<file path="config.mk">
export PLATFORM = sky130hd
export DESIGN_NAME = wb_port_arbiter
export DESIGN_NICKNAME = d
export VERILOG_FILES = /design/src/rtl/wb_port_arbiter_pkg.sv /design/src/rtl/wb_arb_fifo.sv /design/src/rtl/wb_port_arbiter.sv
export SDC_FILE = /design/constraint.sdc
export NUM_CORES = 1
export LEC_CHECK = 0
export BUFFER_PORTS_ARGS = -buffer_cell sky130_fd_sc_hd__buf_2
export CORE_UTILIZATION = 50
export CTS_BUF_LIST = sky130_fd_sc_hd__clkbuf_2
export CTS_CLUSTER_SIZE = 25
export DETAILED_ROUTE_END_ITERATION = 8
export PLACE_DENSITY = 0.89
export SLEW_MARGIN = 20
export SYNTH_ARGS = -nofsm -noshare
export SYNTH_HDL_FRONTEND = slang
export SYNTH_SLANG_ARGS = --single-unit
export TNS_END_PERCENT = 50
</file>
<file path="constraint.sdc">
create_clock -name clk_i -period 3.3 [get_ports clk_i]
set_input_delay 0 -clock clk_i [delete_from_list [all_inputs] [get_ports clk_i]]
set_output_delay 0 -clock clk_i [all_outputs]
set_load 0.02 [all_outputs]
</file>
<file path="src/rtl/wb_port_arbiter_pkg.sv">
// wb_port_arbiter_pkg: shared widths, x0 constant, defaults and
// the queued-result bundle for the regfile write-port arbiter.
package wb_port_arbiter_pkg;

  localparam int REG_ADDR_W     = 5;
  localparam int XLEN           = 32;
  localparam int DEF_FIFO_DEPTH = 2;
  localparam int DEF_MAX_WAIT   = 4;

  localparam logic [REG_ADDR_W-1:0] X0 = '0;

  typedef struct packed {
    logic [REG_ADDR_W-1:0] rd;
    logic [XLEN-1:0]       data;
  } wb_ent_t;

  typedef enum logic [1:0] {
    GNT_NONE,
    GNT_WB,
    GNT_FORCE,
    GNT_FIFO
  } gnt_e;

endpackage

</file>
<file path="src/rtl/wb_arb_fifo.sv">
// wb_arb_fifo: sync FIFO of queued MDU {rd,data} results.
// Macro WB_ARB_SCOREBOARD_EN adds per-entry valid bits for pending_mask_o.
// Ports: clk_i, reset_i (sync, active-high), push_i, push_ent_i,
//   pop_i, full_o, empty_o, head_o, pending_mask_o.
module wb_arb_fifo
  import wb_port_arbiter_pkg::*;
#(
  parameter int DEPTH = DEF_FIFO_DEPTH
) (
  input  logic            clk_i,
  input  logic            reset_i,
  input  logic            push_i,
  input  wb_ent_t         push_ent_i,
  input  logic            pop_i,
  output logic            full_o,
  output logic            empty_o,
  output wb_ent_t         head_o,
  output logic [XLEN-1:0] pending_mask_o
);

  localparam int AW = $clog2(DEPTH);
  localparam logic [AW-1:0] P_ONE = AW'(1);
  localparam logic [AW:0]   C_ONE = (AW+1)'(1);
  localparam logic [AW:0]   C_MAX = (AW+1)'(DEPTH);

  logic [AW-1:0] rd_ptr_q, rd_ptr_d;
  logic [AW-1:0] wr_ptr_q, wr_ptr_d;
  logic [AW:0]   cnt_q, cnt_d;
  wb_ent_t       mem_q [DEPTH];
  logic          do_push, do_pop;

  assign full_o  = (cnt_q == C_MAX);
  assign empty_o = (cnt_q == '0);
  assign do_push = push_i & ~full_o;
  assign do_pop  = pop_i & ~empty_o;
  assign head_o  = mem_q[rd_ptr_q];

  always_comb begin
    rd_ptr_d = rd_ptr_q;
    wr_ptr_d = wr_ptr_q;
    cnt_d    = cnt_q;
    if (do_push) wr_ptr_d = wr_ptr_q + P_ONE;
    if (do_pop)  rd_ptr_d = rd_ptr_q + P_ONE;
    unique case ({do_push, do_pop})
      2'b10:   cnt_d = cnt_q + C_ONE;
      2'b01:   cnt_d = cnt_q - C_ONE;
      default: cnt_d = cnt_q;
    endcase
  end

  always_ff @(posedge clk_i) begin
    if (reset_i) begin
      rd_ptr_q <= '0;
      wr_ptr_q <= '0;
      cnt_q    <= '0;
    end else begin
      rd_ptr_q <= rd_ptr_d;
      wr_ptr_q <= wr_ptr_d;
      cnt_q    <= cnt_d;
    end
  end

  // Payload storage needs no reset; cnt_q guards reads.
  always_ff @(posedge clk_i) begin
    if (do_push) mem_q[wr_ptr_q] <= push_ent_i;
  end

`ifdef WB_ARB_SCOREBOARD_EN
  logic [DEPTH-1:0] vld_q, vld_d;

  // Push and pop never hit the same slot: that needs
  // empty (no pop) or full (no push).
  always_comb begin
    vld_d = vld_q;
    if (do_pop)  vld_d[rd_ptr_q] = 1'b0;
    if (do_push) vld_d[wr_ptr_q] = 1'b1;
  end

  always_ff @(posedge clk_i) begin
    if (reset_i) vld_q <= '0;
    else         vld_q <= vld_d;
  end

  always_comb begin
    pending_mask_o = '0;
    for (int i = 0; i < DEPTH; i++) begin
      if (vld_q[i]) pending_mask_o[mem_q[i].rd] = 1'b1;
    end
  end
`else
  assign pending_mask_o = '0;
`endif

endmodule

</file>
<file path="src/rtl/wb_port_arbiter.sv">
// wb_port_arbiter: shares the regfile write port between pipeline
// writeback and queued MDU results, with bounded MDU starvation.
// Optional scoreboard: define WB_ARB_SCOREBOARD_EN for pending_mask_o.
// Ports: clk_i, reset_i (sync, active-high);
//   wb_valid_i/wb_rd_i/wb_data_i  pipeline writeback request;
//   mdu_valid_i/mdu_ready_o/mdu_rd_i/mdu_data_i  MDU result handshake;
//   stall_wb_o  freeze pipeline this cycle;
//   rf_we_o/rf_waddr_o/rf_wdata_o  regfile write port;
//   pending_mask_o  one-hot OR of rd values queued in the FIFO.
module wb_port_arbiter
  import wb_port_arbiter_pkg::*;
#(
  parameter int FIFO_DEPTH = DEF_FIFO_DEPTH,
  parameter int MAX_WAIT   = DEF_MAX_WAIT
) (
  input  logic                  clk_i,
  input  logic                  reset_i,
  input  logic                  wb_valid_i,
  input  logic [REG_ADDR_W-1:0] wb_rd_i,
  input  logic [XLEN-1:0]       wb_data_i,
  input  logic                  mdu_valid_i,
  output logic                  mdu_ready_o,
  input  logic [REG_ADDR_W-1:0] mdu_rd_i,
  input  logic [XLEN-1:0]       mdu_data_i,
  output logic                  stall_wb_o,
  output logic                  rf_we_o,
  output logic [REG_ADDR_W-1:0] rf_waddr_o,
  output logic [XLEN-1:0]       rf_wdata_o,
  output logic [XLEN-1:0]       pending_mask_o
);

  localparam int SW = $clog2(MAX_WAIT + 1);
  localparam logic [SW-1:0] S_LIM = SW'(MAX_WAIT);
  localparam logic [SW-1:0] S_ONE = SW'(1);

  logic            fifo_full, fifo_empty;
  logic            fifo_push, fifo_pop;
  wb_ent_t         head, push_ent;
  logic [XLEN-1:0] fifo_mask;
  logic [SW-1:0]   starve_q, starve_d;
  gnt_e            gnt;

  // Ready ignores a same-cycle pop on purpose.
  assign mdu_ready_o = ~reset_i & ~fifo_full;

  // rd==x0 results complete the handshake but are dropped.
  assign fifo_push = mdu_valid_i & mdu_ready_o
                   & (mdu_rd_i != X0);

  assign push_ent.rd   = mdu_rd_i;
  assign push_ent.data = mdu_data_i;

  assign pending_mask_o = reset_i ? '0 : fifo_mask;

  wb_arb_fifo #(
    .DEPTH (FIFO_DEPTH)
  ) u_fifo (
    .clk_i          (clk_i),
    .reset_i        (reset_i),
    .push_i         (fifo_push),
    .push_ent_i     (push_ent),
    .pop_i          (fifo_pop),
    .full_o         (fifo_full),
    .empty_o        (fifo_empty),
    .head_o         (head),
    .pending_mask_o (fifo_mask)
  );

  always_comb begin
    gnt = GNT_NONE;
    if (!reset_i) begin
      if (!fifo_empty && starve_q == S_LIM)
        gnt = GNT_FORCE;
      else if (wb_valid_i && wb_rd_i != X0)
        gnt = GNT_WB;
      else if (!fifo_empty)
        gnt = GNT_FIFO;
    end
  end

  // A forced grant stalls WB; it re-presents next cycle.
  always_comb begin
    stall_wb_o = 1'b0;
    rf_we_o    = 1'b0;
    rf_waddr_o = '0;
    rf_wdata_o = '0;
    fifo_pop   = 1'b0;
    starve_d   = '0;
    unique case (gnt)
      GNT_WB: begin
        rf_we_o    = 1'b1;
        rf_waddr_o = wb_rd_i;
        rf_wdata_o = wb_data_i;
        if (!fifo_empty) begin
          starve_d = (starve_q == S_LIM) ?
                     starve_q : starve_q + S_ONE;
        end
      end
      GNT_FORCE, GNT_FIFO: begin
        stall_wb_o = (gnt == GNT_FORCE);
        rf_we_o    = 1'b1;
        rf_waddr_o = head.rd;
        rf_wdata_o = head.data;
        fifo_pop   = 1'b1;
      end
      default: ;
    endcase
  end

  always_ff @(posedge clk_i) begin
    if (reset_i) starve_q <= '0;
    else         starve_q <= starve_d;
  end

endmodule

</file>
After elaboration in Yosys (flattened, before gate mapping). Memory sizes are Yosys's and may differ from the RTL's. A register that Yosys moved wholly into a read port is not among the register bits. Cells that the tools add are included. W data, S select, Z words.

Add/sub/neg operators: 5. Equal/unequal tests: 7. Multiplexer cells: 14. Bitwise logic cells: 9. Reduce and logical (&&, ||, !) cells: 10.

Operators with widths (count): $pmux W32 S2 (1); $pmux W5 S2 (1); $reduce_bool A5 Y1 (2); $eq A2 B2 Y1 const B (4); $mux W2 (4); $mux W1 (7); $reduce_or A3 Y1 (2); $and A1 B1 Y1 (5); $eq A2 B1 Y1 const B (2); $not A1 Y1 (4); $pmux W2 S2 (1); $add A3 B1 Y3 const B (1); $eq A3 B3 Y1 const B (1); $add A1 B1 Y1 const B (2); $add A2 B1 Y2 const B (1); $logic_and A1 B1 Y1 (2); $logic_not A2 Y1 (1); $reduce_bool A2 Y1 (1); $reduce_or A2 Y1 (1); $sub A2 B1 Y2 const B (1); $logic_not A1 Y1 (1).

Bits in registers: 7. RAM bits: 74. Bits of input ports: 78. Output and inout bits: 72. Logic and storage cells: 50. Memories: 1.

Memory list: u_fifo.mem_q (words 2, width 37, rd ports 1, clocked after Yosys merged registers in 1, wr ports 1, line wb_arb_fifo.sv:29) `wb_ent_t mem_q [DEPTH];`.

Logic depth before layout (Yosys ltp).
Word-level depth: 11. Mapped depth: 12. Depth with buffers taken out: 10.

Hierarchy. From an unflattened synthesis, not the netlist that was laid out.

Cells, all modules: 288. Area, all modules: 4016.4 µm².

By module, submodules not included: wb_arb_fifo (times used 1, cells an instance 174, area an instance 3126.7 µm², seq. area each 2322.2 µm²); wb_port_arbiter (times used 1, cells an instance 114, area an instance 889.6 µm², seq. area each 60.1 µm²).

Least setup slack after synthesis. OpenSTA, ideal clock, no wires.

Path type: register to register. Start point: register u_fifo.cnt_q[0]. End point: memory u_fifo.mem_q[1][0] (netlist bit), enable pin. Setup time: 0.431 ns. Data arrival time: 2.673 ns. Data required time: 2.869 ns. Slack: 0.196 ns. Stages on the path, launching flop included: 5. Path buffers: 0. Period minus slack after synthesis: 3.104 ns. Path through: dfxtp_1 inv_1 a21oi_1 nand3_1 nor2_1.

Longest elaborated chain between the ends: 8.

Ends and longest elaborated chain: start: declaration (line wb_arb_fifo.sv:28) `logic [AW:0] cnt_q, cnt_d;`; start signal: assignment (line wb_arb_fifo.sv:59) `cnt_q <= cnt_d;`; $eq A2 B2 Y1 (line wb_arb_fifo.sv:32) `assign full_o = (cnt_q == C_MAX);`; $not A1 Y1 (line wb_port_arbiter.sv:44) `assign mdu_ready_o = ~reset_i & ~fifo_full;`; $and A1 B1 Y1 (line wb_port_arbiter.sv:44); net mdu_ready_o (line wb_port_arbiter.sv:22) `output logic mdu_ready_o,`; $and A1 B1 Y1 (line wb_port_arbiter.sv:47) `assign fifo_push = mdu_valid_i & mdu_ready_o`; $and A1 B1 Y1 (line wb_port_arbiter.sv:48) `& (mdu_rd_i != X0);`; $and A1 B1 Y1 (line wb_arb_fifo.sv:34) `assign do_push = push_i & ~full_o;`; $mux W1 (line wb_arb_fifo.sv:65) `if (do_push) mem_q[wr_ptr_q] <= push_ent_i;`; $mux W1 (implied by the code) (line wb_arb_fifo.sv:65); end: declaration (line wb_arb_fifo.sv:29).

The timed path passes the listed nets, and every way through them passes these cells.

Worst setup path after layout.
Start point: register u_fifo.cnt_q[0]. End point: output rf_wdata_o[11].

Longest elaborated chain between the ends: 8. Elaborated cells between the ends (all ways): 12. Classes of those cells: eq/ne (3); mux (5); reduce/logical (4).

Ends and longest elaborated chain: $logic_not A2 Y1 (*) (line wb_arb_fifo.sv:33) `assign empty_o = (cnt_q == '0);`; $mux W2 or $logic_not A1 Y1 (tied branches); $mux W2 or $logic_and A1 B1 Y1 (tied branches) (line wb_port_arbiter.sv:74, wb_port_arbiter.sv:72); $mux W2 (*) (line wb_port_arbiter.sv:72) `if (!fifo_empty && starve_q == S_LIM)`; $mux W2 (*) (line wb_port_arbiter.sv:71) `if (!reset_i) begin`; $eq A2 B2 Y1 (line wb_port_arbiter.sv:89) `unique case (gnt)`; $reduce_or A2 Y1 (line wb_port_arbiter.sv:89); $pmux W32 S2 (*) (line wb_port_arbiter.sv:89); end: declaration (line wb_port_arbiter.sv:28) `output logic [XLEN-1:0] rf_wdata_o,`.

Every way passes the cells marked *; elsewhere a longest branch is shown, timed or not.

==> results.cfg <==
[clocking]
path_clk_slew_ns = 0.20
cts.path.max_buffers = 2
clkSinkCount = 82
clock_latency_ns = 0.49
cts_buffers = 9
root_buffer = clkbuf_2
cts_tree = built
htreeDepth = 3

[yosys]
synth-seq-cells = 82
synthMuxAreaShare = 0.0961
synthCells = 286
yosys.area_share.simple = 0.0705
yosysWarnings = 0
synth_area_um2 = 3850
synth_top_family_by_area = compound AO/OA/AOI/OAI gates
synthAdderAreaFrac = 0.00974
synth-compound-area-share = 0.101
avgSynthCellArea_um2 = 13.5
synth-xor-area-share = 0.00682
synth.distinct_cells = 29
yosysSeqAreaShare = 0.618

[sta]
fin_crit_sh = 0.743
period_needed_ns = 2.45
hold_viol_final = 0
final.setup.worst_slack_ns = 0.848
tightestPinTransition_ns = 0.952
fmax_ghz = 0.408
tns_ns = 0
slew_headroom = 0.364
final_max_slew_viol_count = 0
grt_setup_unrepaired = no
setup_viol = 0
fin_worst_skew_ns = 0.0212

[routing]
wl_per_cell_um = 16.1
totalWireLength_um = 8680
detail-route-antenna-nets = 0
drc = 0
vias_per_cell = 5.21
num_vias = 2809
drt-pass1-iter-count = 5
drt_iter0_markers = 108

[floorplanning]
ios = 150
die_area_um2 = 8060
chipHeight_um = 89.8
die_width_um = 89.8
core_um2 = 7330
initial_core_util = 0.526
rows = 31

[grt]
grt_max_degree = 39
grt_pass1_wl_um = 13800
antenna_found_initial = 0
grtUsageTotal = 0.223
grt_pass1_vias = 2879
grt_overflow = 0

[critical_path]
required_ns = 3.30
crit_type = flop to output port
worst_ep_arrival_time_ns = 2.45
crit_path_max_fanout = 35
end_kind = output port
cp-start-kind = flop

[run_status]
status = completed

[finish]
drive_gt1_frac = 0.345
insertedDiodeCount = 0
finalNetCount = 516
area_growth_pct = 26.4

[placed_design]
gp_congestion = 0.764
pre_cts_ws_ns = 0.960
hpwl_um = 5300
portBuffers = 117

[flow_run]
max-cap-violations = 0

[power]
leakage_uw = 0.00191
power.density_nw_per_um2 = 443
ir_worst_vdd_v = 0.000285

[worst_hold_path]
hp-class = input port to flop
timing repair:
action	4_1_cts	5_1_grt
resized for setup	0	0
buffers inserted	0	0
hold buffers	39	0
endpoints found under the hold margin	81	0
worst max-delay path, cell delays in order (launching register included):
cell and delay, ns:
dfxtp_1 0.40, nor2_1 0.32, or2_2 0.68, nor3_1 0.19, a31o_1 0.22, buf_2 0.15
area by class of cell:
class,instances,area (um^2)
fill,557,2460
sequential,82,2390
multi-input combinational,177,1230
timing repair buffer,159,998
tap,99,124
clock buffer,12,60.1
clock inverter,4,42.5
inverter,6,22.5
layer usage:
metal  GRT usage  share of wire  wire length [um]  up-vias
met5           0              0                 0        -
met4      0.0874          0.014               123        0
met3      0.0406          0.051               439       13
li1            -              -                 -     1319
met2       0.442           0.56              4890      126
met1       0.226           0.37              3230     1351
path summary, 6_finish.rpt:
path,start,slack [ns],cells after the start,end
max reg2reg,starve_q[0]$_SDFFE_PP0N_,0.91,9,u_fifo.cnt_q[1]$_SDFFE_PP0P_
min reg2reg,starve_q[0]$_SDFFE_PP0N_,0.47,1,starve_q[0]$_SDFFE_PP0N_
min,wb_valid_i,0.17,5,starve_q[0]$_SDFFE_PP0N_
max,u_fifo.cnt_q[0]$_SDFFE_PP0P_,0.85,5,rf_wdata_o[11]
report_power, final:
group | switching (uW) | total, uW | internal [uW] | leakage (uW)
sequential | 30.7 | 1210 | 1180 | 0.000744
clock | 315 | 494 | 179 | 0.0000710
combinational | 272 | 455 | 183 | 0.00109
kinds of logic (layout without fill, tap and decap cells):
logic type                 count (synthesis)  count (layout)
DFF                                       82              82
adders and majority gates                  3               3
and+or+nand+nor                           54              54
other                                      1              32
xor gates and xnor gates                   3               3
AOI/OAI and AO/OA                         48              48
buffers and inverters                     58             181
muxes                                     37              37
cells in the mapped netlist:
master / n / area (um^2)
a21oi_1: 6 / 30.0
a31o_1: 20 / 175
a31o_2: 13 / 114
and3_1: 1 / 6.26
buf_1: 3 / 11.3
buf_2: 2 / 10.0
buf_4: 32 / 240
buf_6: 4 / 45.0
clkbuf_1: 11 / 41.3
conb_1: 1 / 3.75
dfxtp_1: 8 / 160
edfxtp_1: 74 / 2220
ha_1: 3 / 37.5
inv_1: 6 / 22.5
mux2i_1: 37 / 370
nand2_1: 3 / 11.3
nand2b_4: 1 / 13.8
nand3_1: 1 / 5.00
nand4_1: 1 / 6.26
nor2_1: 9 / 33.8
nor3_1: 34 / 170
o21ai_0: 2 / 10.0
o2bb2ai_1: 5 / 43.8
o311a_1: 1 / 10.0
o31ai_1: 1 / 7.51
or2_2: 1 / 6.26
or3_1: 3 / 18.8
xnor2_1: 2 / 17.5
xor2_1: 1 / 8.76
state kept, by name, summed over array words and instances (netlist names), named ones only:
register	cells
starve_q	3
u_fifo.cnt_q	2
u_fifo.mem_q	74
u_fifo.rd_ptr_q	1
u_fifo.wr_ptr_q	1
placed cells by master (no fill, tap or decap), drive strengths merged, types with 2 or more instances in the layout:
| cell type | instances |
|---|---|
| inv | 6 |
| clkinv | 3 |
| mux2i | 37 |
| nor2 | 9 |
| dfxtp | 8 |
| edfxtp | 74 |
| xnor2 | 2 |
| ha | 3 |
| conb | 32 |
| or3 | 3 |
| dlygate4sd3 | 39 |
| buf | 120 |
| nor3 | 34 |
| clkbuf | 12 |
| a31o | 33 |
| o21ai | 2 |
| o2bb2ai | 5 |
| nand2 | 3 |
| a21oi | 6 |
through the flow:
stage	cells	total power (uW)	hold slack (ns)	util	cell area (um^2)
floorplan	317	1540	0.0989	-	3970
global placement	484	1630	0.189	0.597	4370
detailed placement	484	1650	0.192	0.597	4370
CTS	539	2160	0.150	0.664	4870
global route	539	2250	0.173	0.664	4870
finish	539	2160	0.171	0.664	4870
Note: power is estimated with default switching activity, not from simulation.
